===== config.mk =====
export PLATFORM = sky130hd
export DESIGN_NAME = switch_debounce2_flat
export DESIGN_NICKNAME = d
export VERILOG_FILES = /design/src/rtl/switch_debounce2_if.sv /design/src/rtl/switch_debounce2.sv /design/src/flat_wrapper.sv
export SDC_FILE = /design/constraint.sdc
export NUM_CORES = 1
export LEC_CHECK = 0
export CAP_MARGIN = 30
export CORE_MARGIN = 2
export CORE_UTILIZATION = 40
export DETAILED_ROUTE_END_ITERATION = 8
export PLACE_DENSITY = 0.61
export SLEW_MARGIN = 20
export SYNTH_ARGS = -nofsm -noshare
export SYNTH_HDL_FRONTEND = slang
export SYNTH_HIERARCHICAL = 1
export SYNTH_SLANG_ARGS = --single-unit

===== constraint.sdc =====
create_clock -name clk -period 5.25 [get_ports clk]
set_clock_uncertainty 0.05 [all_clocks]
set_input_delay 1.05 -clock clk [delete_from_list [all_inputs] [get_ports clk]]
set_output_delay 1.05 -clock clk [all_outputs]
set_load 0.05 [all_outputs]

===== src/rtl/switch_debounce2_if.sv =====
// Switch conditioner signal bundle: raw switches in, clean levels
// and edge pulses out.
interface switch_debounce2_if;
  logic sw_a;
  logic sw_b;
  logic a;
  logic b;
  logic a_rise;
  logic a_fall;
  logic b_rise;
  logic b_fall;

  modport master (
    output sw_a, sw_b,
    input  a, b, a_rise, a_fall, b_rise, b_fall
  );

  modport slave (
    input  sw_a, sw_b,
    output a, b, a_rise, a_fall, b_rise, b_fall
  );
endinterface


===== src/rtl/switch_debounce2.sv =====
// Two-channel slide-switch conditioner: synchronise, debounce and
// edge-detect sw_a/sw_b into clean a/b levels plus rise/fall pulses.
module switch_debounce2_chan #(
  parameter int SYNC_STAGES  = 2,
  parameter int CNT_WIDTH    = 20,
  parameter int STABLE_COUNT = 500000
) (
  input  logic clk,
  input  logic rst_n,
  input  logic raw,
  output logic out,
  output logic rise,
  output logic fall
);
  localparam logic [CNT_WIDTH-1:0] LAST =
    CNT_WIDTH'(STABLE_COUNT - 1);

  logic [SYNC_STAGES-1:0] sr;
  logic                   sync;
  logic [CNT_WIDTH-1:0]   cnt;
  logic [CNT_WIDTH-1:0]   cnt_d;
  logic                   out_d;

  assign sync = sr[SYNC_STAGES-1];

  always_comb begin
    cnt_d = cnt;
    out_d = out;
    unique case (1'b1)
      (sync == out): cnt_d = '0;
      (sync != out && cnt == LAST): begin
        out_d = sync;
        cnt_d = '0;
      end
      (sync != out && cnt != LAST): cnt_d = cnt + 1'b1;
    endcase
  end

  // pulses are taken from the same edge that commits the new level
  always_ff @(posedge clk or negedge rst_n) begin
    if (!rst_n) begin
      sr   <= '0;
      cnt  <= '0;
      out  <= 1'b0;
      rise <= 1'b0;
      fall <= 1'b0;
    end else begin
      sr   <= {sr[SYNC_STAGES-2:0], raw};
      cnt  <= cnt_d;
      out  <= out_d;
      rise <= out_d & ~out;
      fall <= ~out_d & out;
    end
  end
endmodule

module switch_debounce2 #(
  parameter int SYNC_STAGES  = 2,
  parameter int CNT_WIDTH    = 20,
  parameter int STABLE_COUNT = 500000
) (
  input  logic               clk,
  input  logic               rst_n,
  switch_debounce2_if.slave  sif
);
  logic a_out, a_r, a_f;
  logic b_out, b_r, b_f;

  switch_debounce2_chan #(
    .SYNC_STAGES (SYNC_STAGES),
    .CNT_WIDTH   (CNT_WIDTH),
    .STABLE_COUNT(STABLE_COUNT)
  ) u_a (
    .clk  (clk),
    .rst_n(rst_n),
    .raw  (sif.sw_a),
    .out  (a_out),
    .rise (a_r),
    .fall (a_f)
  );

  switch_debounce2_chan #(
    .SYNC_STAGES (SYNC_STAGES),
    .CNT_WIDTH   (CNT_WIDTH),
    .STABLE_COUNT(STABLE_COUNT)
  ) u_b (
    .clk  (clk),
    .rst_n(rst_n),
    .raw  (sif.sw_b),
    .out  (b_out),
    .rise (b_r),
    .fall (b_f)
  );

  assign sif.a      = a_out;
  assign sif.b      = b_out;
  assign sif.a_rise = a_r;
  assign sif.a_fall = a_f;
  assign sif.b_rise = b_r;
  assign sif.b_fall = b_f;
endmodule


===== src/flat_wrapper.sv =====
// flat-port wrapper written by rule: the top's interface ports become plain ports
module switch_debounce2_flat 
#(
  parameter int SYNC_STAGES  = 2,
  parameter int CNT_WIDTH    = 20,
  parameter int STABLE_COUNT = 500000
)
  (clk, rst_n, sif_sw_a, sif_sw_b, sif_a, sif_b, sif_a_rise, sif_a_fall, sif_b_rise, sif_b_fall);
  switch_debounce2_if sif_i ();
  input  logic clk;
  input  logic rst_n;
  input wire logic [$bits(sif_i.sw_a)-1:0] sif_sw_a;
  input wire logic [$bits(sif_i.sw_b)-1:0] sif_sw_b;
  output wire logic [$bits(sif_i.a)-1:0] sif_a;
  output wire logic [$bits(sif_i.b)-1:0] sif_b;
  output wire logic [$bits(sif_i.a_rise)-1:0] sif_a_rise;
  output wire logic [$bits(sif_i.a_fall)-1:0] sif_a_fall;
  output wire logic [$bits(sif_i.b_rise)-1:0] sif_b_rise;
  output wire logic [$bits(sif_i.b_fall)-1:0] sif_b_fall;
  assign sif_i.sw_a = sif_sw_a;
  assign sif_i.sw_b = sif_sw_b;
  assign sif_a = sif_i.a;
  assign sif_b = sif_i.b;
  assign sif_a_rise = sif_i.a_rise;
  assign sif_a_fall = sif_i.a_fall;
  assign sif_b_rise = sif_i.b_rise;
  assign sif_b_fall = sif_i.b_fall;
  switch_debounce2 #(.SYNC_STAGES(SYNC_STAGES), .CNT_WIDTH(CNT_WIDTH), .STABLE_COUNT(STABLE_COUNT)) u_core (.clk(clk), .rst_n(rst_n), .sif(sif_i));
endmodule

==> run_results.csv, run 1 <==
group,metric,value,unit
status,status,"complete, no violations",
grt,grt_max_degree,32,
worst_setup_path,worst_ep_arrival_time,1.54,ns
die,io_pins,10,
worst_setup_path,startpoint,"u_core/u_b/out$_DFF_PN0_",
die,die-width,82.2,microns
pwr,leakage,1.06,nW
pwr,power_frac_comb,0.036,
route,vias_per_cell,5.25,
pwr,power_density,248,nW/um^2
worst_setup_path,r2r_slack,3.16,ns
route,postRouteAntennaNets,0,
sta,slew_headroom,0.665,
placed_design,place_hpwl,2.88,mm
worst_setup_path,endpoint_kind,"output pin",
grt,grt.busiest_layer,"met1",
worst_setup_path,r2r-start,"u_core/u_a/cnt[10]$_DFF_PN0_",
die,core,5920,sq um
synth,synth_flop_cell,"dfrtp_1",
sta,fin_crit_sh,0.504,
worst_setup_path,crit_fanout,5,
worst_hold_path,min_to,"u_core/u_a/sr[1]$_DFF_PN0_",
sta,worstMarginPinSlew,0.500,ns
sta,fmax,378,MHz
worst_setup_path,reg2reg_depth,4,
synth,syn-cell-area,2440,sq um
worst_setup_path,path_class,"register to output pin",
clocking,cts_tree,"done",
worst_hold_path,worst_hold_path_type,"register to register",
clocking,cts_sinks,50,
pwr,p_seq_frac,0.594,
pwr,power,0.668,mW
grt,grt_use_total,0.145,
worst_setup_path,startpoint_type,"register",
placed_design,gp_routability_congestion,0.753,
synth,yosysTopAreaCellShare,0.512,
synth,async_flop_share,1.00,
grt,grt_antenna_before_repair,0,
synth,yosysMostFrequentCell,"dfrtp_1",
synth,yosysTopAreaCell,"dfrtp_1",
die,start_util,0.413,
pwr,swShare,0.223,
worst_setup_path,crit_buf_inv,1,
worst_setup_path,cp_top_family,"buffers and inverters",
synth,yosys-top-cells-area,"dfrtp_1, xnor2_1, nor2_1",
sta,hold_violations,0,
synth,synth-edff-count,0,
grt,grt_pass1_wl,7.53,mm
pwr,p_int,0.519,mW
synth,synth_seq_cells,50,
clocking,cts.reportedPaths.clkPinSlew,0.09,ns
sta,period_needed,2.64,ns
route,routedWlPerCell,13.3,microns
pwr,p_clk_frac,0.370,
flow_run,cap_violations,0,
synth,synth_xor_area_frac,0.115,
synth,synthCells,232,
die,rows,28,
worst_setup_path,r2r_end,"u_core/u_a/cnt[0]$_DFF_PN0_",
route,first_iter_violations,87,
synth,synth-simple-area-share,0.279,
grt,grt_pass1_vias,1593,
clocking,clk_latency,0.30,ns
sta,slew_violations,0,
layout,areaGrowthSynthToFinish,10.1,%
worst_hold_path,holdPathStages,0,
synth,yosysUniqueCellTypes,27,
synth,syn_avg_cell_area,10.5,sq um
clocking,hold_buffers,0,
clocking,cts_root_buf,"clkbuf_8",
layout,drive_above_1_share,0.116,
layout,nets,247,
synth,synth_compound_area_frac,0.0420,
route,drt-total-wl,4.22,mm
sta,fin_setup_tns,0,ns
grt,use_met2,0.207,
worst_setup_path,crit_chain,"clkdlybuf4s50_1",
worst_setup_path,critPathSlowestCell,"clkdlybuf4s50_1",
synth,yosys_warnings,6,
placed_design,placement.io_buffers,9,
synth,synthAdderAreaFrac,0.0102,
synth,synth_common_cells,"dfrtp_1, nor2_1, xnor2_1",
route,dr.pass1.iters,4,
clocking,numCtsBuffers,5,
synth,syn-num-nets,238,
pwr,power.switching,0.149,mW
route,vias,1665,
grt,use_met3,0.0348,
pwr,vdd_ir_drop_max,0.174,mV
clocking,cts_setup_buffers,0,
route,drcViolationCount,0,
grt,grt-ovfl-total,0,
clocking,max-clock-path-buffers,2,
worst_setup_path,cp.required,4.15,ns
sta,rsz0062_at_grt,"no",
synth,synth_mux_area_frac,0.00921,
clocking,h-tree-depth,2,
die,die_area,6750,sq um
clocking,cts_resized,0,
layout,diodes,0,
worst_hold_path,min-delay-start,"u_core/u_a/sr[0]$_DFF_PN0_",
die,die_y,82.2,microns
worst_setup_path,slowest_delay,0.82,ns
synth,synth_top_family_by_area,"simple AND/OR/NAND/NOR gates",
grt,grt_util_met1,0.213,
synth,yosysSeqAreaShare,0.512,
sta,setup_viol,0,
==> routing by layer <==
layer | part of all wire | up-vias
met1 | 0.52 | 813
met3 | 0.026 | 4
met2 | 0.44 | 24
met4 | 0.011 | 0
met5 | 0 | -
li1 | - | 824
==> worst max-delay path by stage <==
stage                                              end  slack [ns]  cells past startpoint
after global routing                             sif_a        2.53                      1
after detailed placement                         sif_a        2.94                      1
after global placement                           sif_b        2.95                      1
after CTS                                        sif_a        2.60                      1
after floorplan           u_core/u_a/cnt[18]$_DFF_PN0_        3.36                      5
final                                            sif_b        2.61                      1
==> layout make-up <==
| class | count | area [sq um] |
|---|---|---|
| clock buffers | 7 | 96.3 |
| clock inverters | 1 | 8.76 |
| fillers | 551 | 3230 |
| inverters | 6 | 22.5 |
| multi-input cells | 168 | 1110 |
| flip-flops and latches | 50 | 1250 |
| well taps | 75 | 93.8 |
| repair buffers | 10 | 105 |
==> placed cells by master (no fill, tap or decap), types with 7 or more instances in the layout <==
cell             netlist  final
clkdlybuf4s50_1        0      8
xor2_1                 8      8
xnor2_1               24     24
nand3_1               14     14
nand2_1               12     12
nand4_1               10     10
nor2_1                38     38
nor3_1                12     12
clkbuf_8               0      7
dfrtp_1               50     50
==> power groups by stage <==
stage	clock [mW]	combinational, mW	sequential, mW
detailed placement	0	0.0249	0.405
global placement	0	0.0229	0.405
global route	0.271	0.0276	0.398
CTS	0.257	0.0251	0.397
floorplan	0	0.0158	0.401
finish	0.247	0.0240	0.397
==> registers in the layout (all words and copies together), names as in the netlist <==
register / flops
u_core/u_a/fall: 1
u_core/u_a/cnt: 20
u_core/u_a/rise: 1
u_core/u_b/out: 1
u_core/u_b/fall: 1
u_core/u_b/rise: 1
u_core/u_b/sr: 2
u_core/u_a/sr: 2
u_core/u_a/out: 1
u_core/u_b/cnt: 20
==> cells by family (layout without fill, tap and decap cells) <==
logic type | Yosys count | after routing
XOR/XNOR | 32 | 32
adder cells (fa/ha/maj) | 2 | 2
buffers and inverters | 14 | 24
AND/OR/NAND/NOR | 118 | 118
flip-flops | 50 | 50
multiplexers | 2 | 2
AO/OA/AOI/OAI | 14 | 14
==> stage by stage <==
| stage | instance area [sq um] | utilization | setup WS (ns) | hold slack [ns] | cells |
|---|---|---|---|---|---|
| 3_3_place_gp | 2570 | 0.433 | 2.95 | 0.294 | 308 |
| 5_1_grt | 2690 | 0.455 | 2.53 | 0.313 | 317 |
| 3_5_place_dp | 2590 | 0.437 | 2.94 | 0.289 | 309 |
| 2_1_floorplan | 2440 | - | 3.36 | 0.281 | 232 |
| 4_1_cts | 2690 | 0.455 | 2.60 | 0.311 | 317 |
| 6_report | 2690 | 0.455 | 2.61 | 0.307 | 317 |
(Power assumes the default switching activity.)
==> run 2, diff against run 1 <==
- PLACE_DENSITY: 0.61 -> 0.63
- clock period: 5.25 -> 2.4 ns (I/O delays scaled with it)
==> run_results.csv, run 2 (same netlist as run 1, synthesis figures left out) <==
group,metric,value,unit
layout,drive_above_1_share,0.115,
pwr,power_density,563,nW/um^2
clocking,cts_root_buf,"clkbuf_8",
die,die_y,82.2,microns
worst_setup_path,crit_chain,"ha_1 > nand4_4 > or4_1 > or3_1 > a21oi_2",
sta,slew_headroom,0.664,
route,vias,1682,
worst_hold_path,worst_hold_path_type,"primary input to async pin",
placed_design,place_inst,310,
placed_design,gp_routability_congestion,0.830,
sta,fin_crit_sh,0.872,
sta,rsz0062_at_grt,"no",
clocking,cts_resized,0,
sta,hold_violations,0,
grt,grt_max_degree,24,
pwr,power,1.51,mW
sta,period_needed,2.09,ns
pwr,power_frac_comb,0.033,
flow_run,cap_violations,0,
layout,reg.largest.list,"u_core/u_a/cnt (20), u_core/u_b/cnt (20)",
route,postRouteAntennaNets,0,
layout,layout_commonest_cell,"dfrtp_1",
clocking,numCtsBuffers,5,
worst_setup_path,reg2reg_depth,5,
pwr,p_clk_frac,0.393,
clocking,h-tree-depth,2,
pwr,power.switching,0.333,mW
worst_setup_path,cp.required,2.59,ns
grt,grt_pass1_wl,7.50,mm
status,status,"complete, no violations",
worst_setup_path,slowest_delay,0.58,ns
pwr,p_int,1.18,mW
die,core,5920,sq um
route,first_iter_violations,93,
layout,fin_util,0.455,
route,drcViolationCount,0,
layout,diodes,0,
clocking,cts_setup_buffers,0,
grt,grt-ovfl-total,0,
sta,hold_ws,0.0786,ns
sta,layout_setup_ws,0.307,ns
layout,final_cells,318,
layout,nets,248,
die,start_util,0.413,
grt,grt_antenna_before_repair,0,
die,die-width,82.2,microns
sta,fin_setup_tns,0,ns
pwr,p_seq_frac,0.574,
pwr,swShare,0.220,
sta,fmax,478,MHz
clocking,cts_tree,"done",
layout,fin_area,2690,sq um
sta,setup_viol,0,
worst_setup_path,critPathSlowestCell,"or4_1",
route,routedWlPerCell,13.7,microns
clocking,max-clock-path-buffers,2,
grt,grt_pass1_vias,1584,
sta,worstMarginPinSlew,0.504,ns
worst_setup_path,path_class,"register to register",
layout,n_fill_cell,539,
die,io_pins,10,
layout,areaGrowthSynthToFinish,10.1,%
worst_setup_path,worst_ep_arrival_time,2.28,ns
placed_design,place_hpwl,3.01,mm
route,dr.pass1.iters,4,
clocking,hold_buffers,0,
placed_design,placement.io_buffers,9,
sta,slew_violations,0,
clocking,cts.reportedPaths.clkPinSlew,0.09,ns
pwr,vdd_ir_drop_max,0.396,mV
worst_setup_path,crit_fanout,8,
worst_setup_path,endpoint_kind,"register",
pwr,leakage,1.06,nW
die,rows,28,
clocking,clk_latency,0.30,ns
worst_setup_path,startpoint_type,"register",
die,die_area,6750,sq um
route,vias_per_cell,5.29,
layout,mostFrequentLayoutCells,"dfrtp_1, nor2_1, xnor2_1, nand3_1",
placed_design,pre_cts_ws,0.326,ns
grt,grt_use_total,0.145,
route,drt-total-wl,4.37,mm
clocking,cts_sinks,50,
placed_design,dpl_cell_area,2580,sq um
[run 2: cell count changes in the layout (fill, tap and decap cells not counted)]
cell	previous run	this run
buf_4	0	2
clkbuf_8	7	5
buf_12	1	0
bufinv_16	0	1
clkbuf_1	0	1
clkinv_4	1	0
clkinvlp_4	0	1
[run 2: path summary, 6_finish.rpt]
path / start / endpoint / slack (ns)
max: u_core/u_a/cnt[0]$_DFF_PN0_ / u_core/u_a/cnt[18]$_DFF_PN0_ / 0.31
max in group asynchronous: rst_n / u_core/u_b/cnt[7]$_DFF_PN0_ / 1.62
min in group clk: u_core/u_b/sr[0]$_DFF_PN0_ / u_core/u_b/sr[1]$_DFF_PN0_ / 0.31
max reg2reg: u_core/u_a/cnt[0]$_DFF_PN0_ / u_core/u_a/cnt[18]$_DFF_PN0_ / 0.31
min reg2reg: u_core/u_b/sr[0]$_DFF_PN0_ / u_core/u_b/sr[1]$_DFF_PN0_ / 0.31
min: rst_n / u_core/u_a/cnt[0]$_DFF_PN0_ / 0.08
[run 2: power by group through the flow]
stage,clock (mW),sequential [mW],combinational [mW]
floorplan,0,0.878,0.0347
global placement,0,0.885,0.0527
detailed placement,0,0.885,0.0532
CTS,0.613,0.868,0.0532
global route,0.641,0.871,0.0603
finish,0.595,0.869,0.0507
[run 2: worst max-delay path: cells and delay by family, from the launching register on]
| family | cells | cell delay, ns |
|---|---|---|
| fa+ha+maj | 1 | 0.29 |
| compound gates | 1 | 0.14 |
| simple gates | 3 | 1.11 |
| flops | 1 | 0.44 |
[run 2: routing by layer]
metal / wire length (microns) / global-route usage / vias to the layer above
met5: 0 / 0 / -
met1: 2220 / 0.214 / 817
li1: - / - / 829
met3: 134 / 0.0293 / 7
met2: 1950 / 0.208 / 29
met4: 68 / 0.0550 / 0
[run 2: final cells by class]
type / count / area, sq um / share of cell area
Clock buffer: 6 / 72.6 / 0.0270
Inverter: 6 / 22.5 / 0.00837
Clock inverter: 2 / 37.5 / 0.0139
Sequential cell: 50 / 1250 / 0.465
Timing Repair Buffer: 11 / 100 / 0.0372
Tap cell: 75 / 93.8 / 0.0349
Multi-Input combinational cell: 168 / 1110 / 0.414
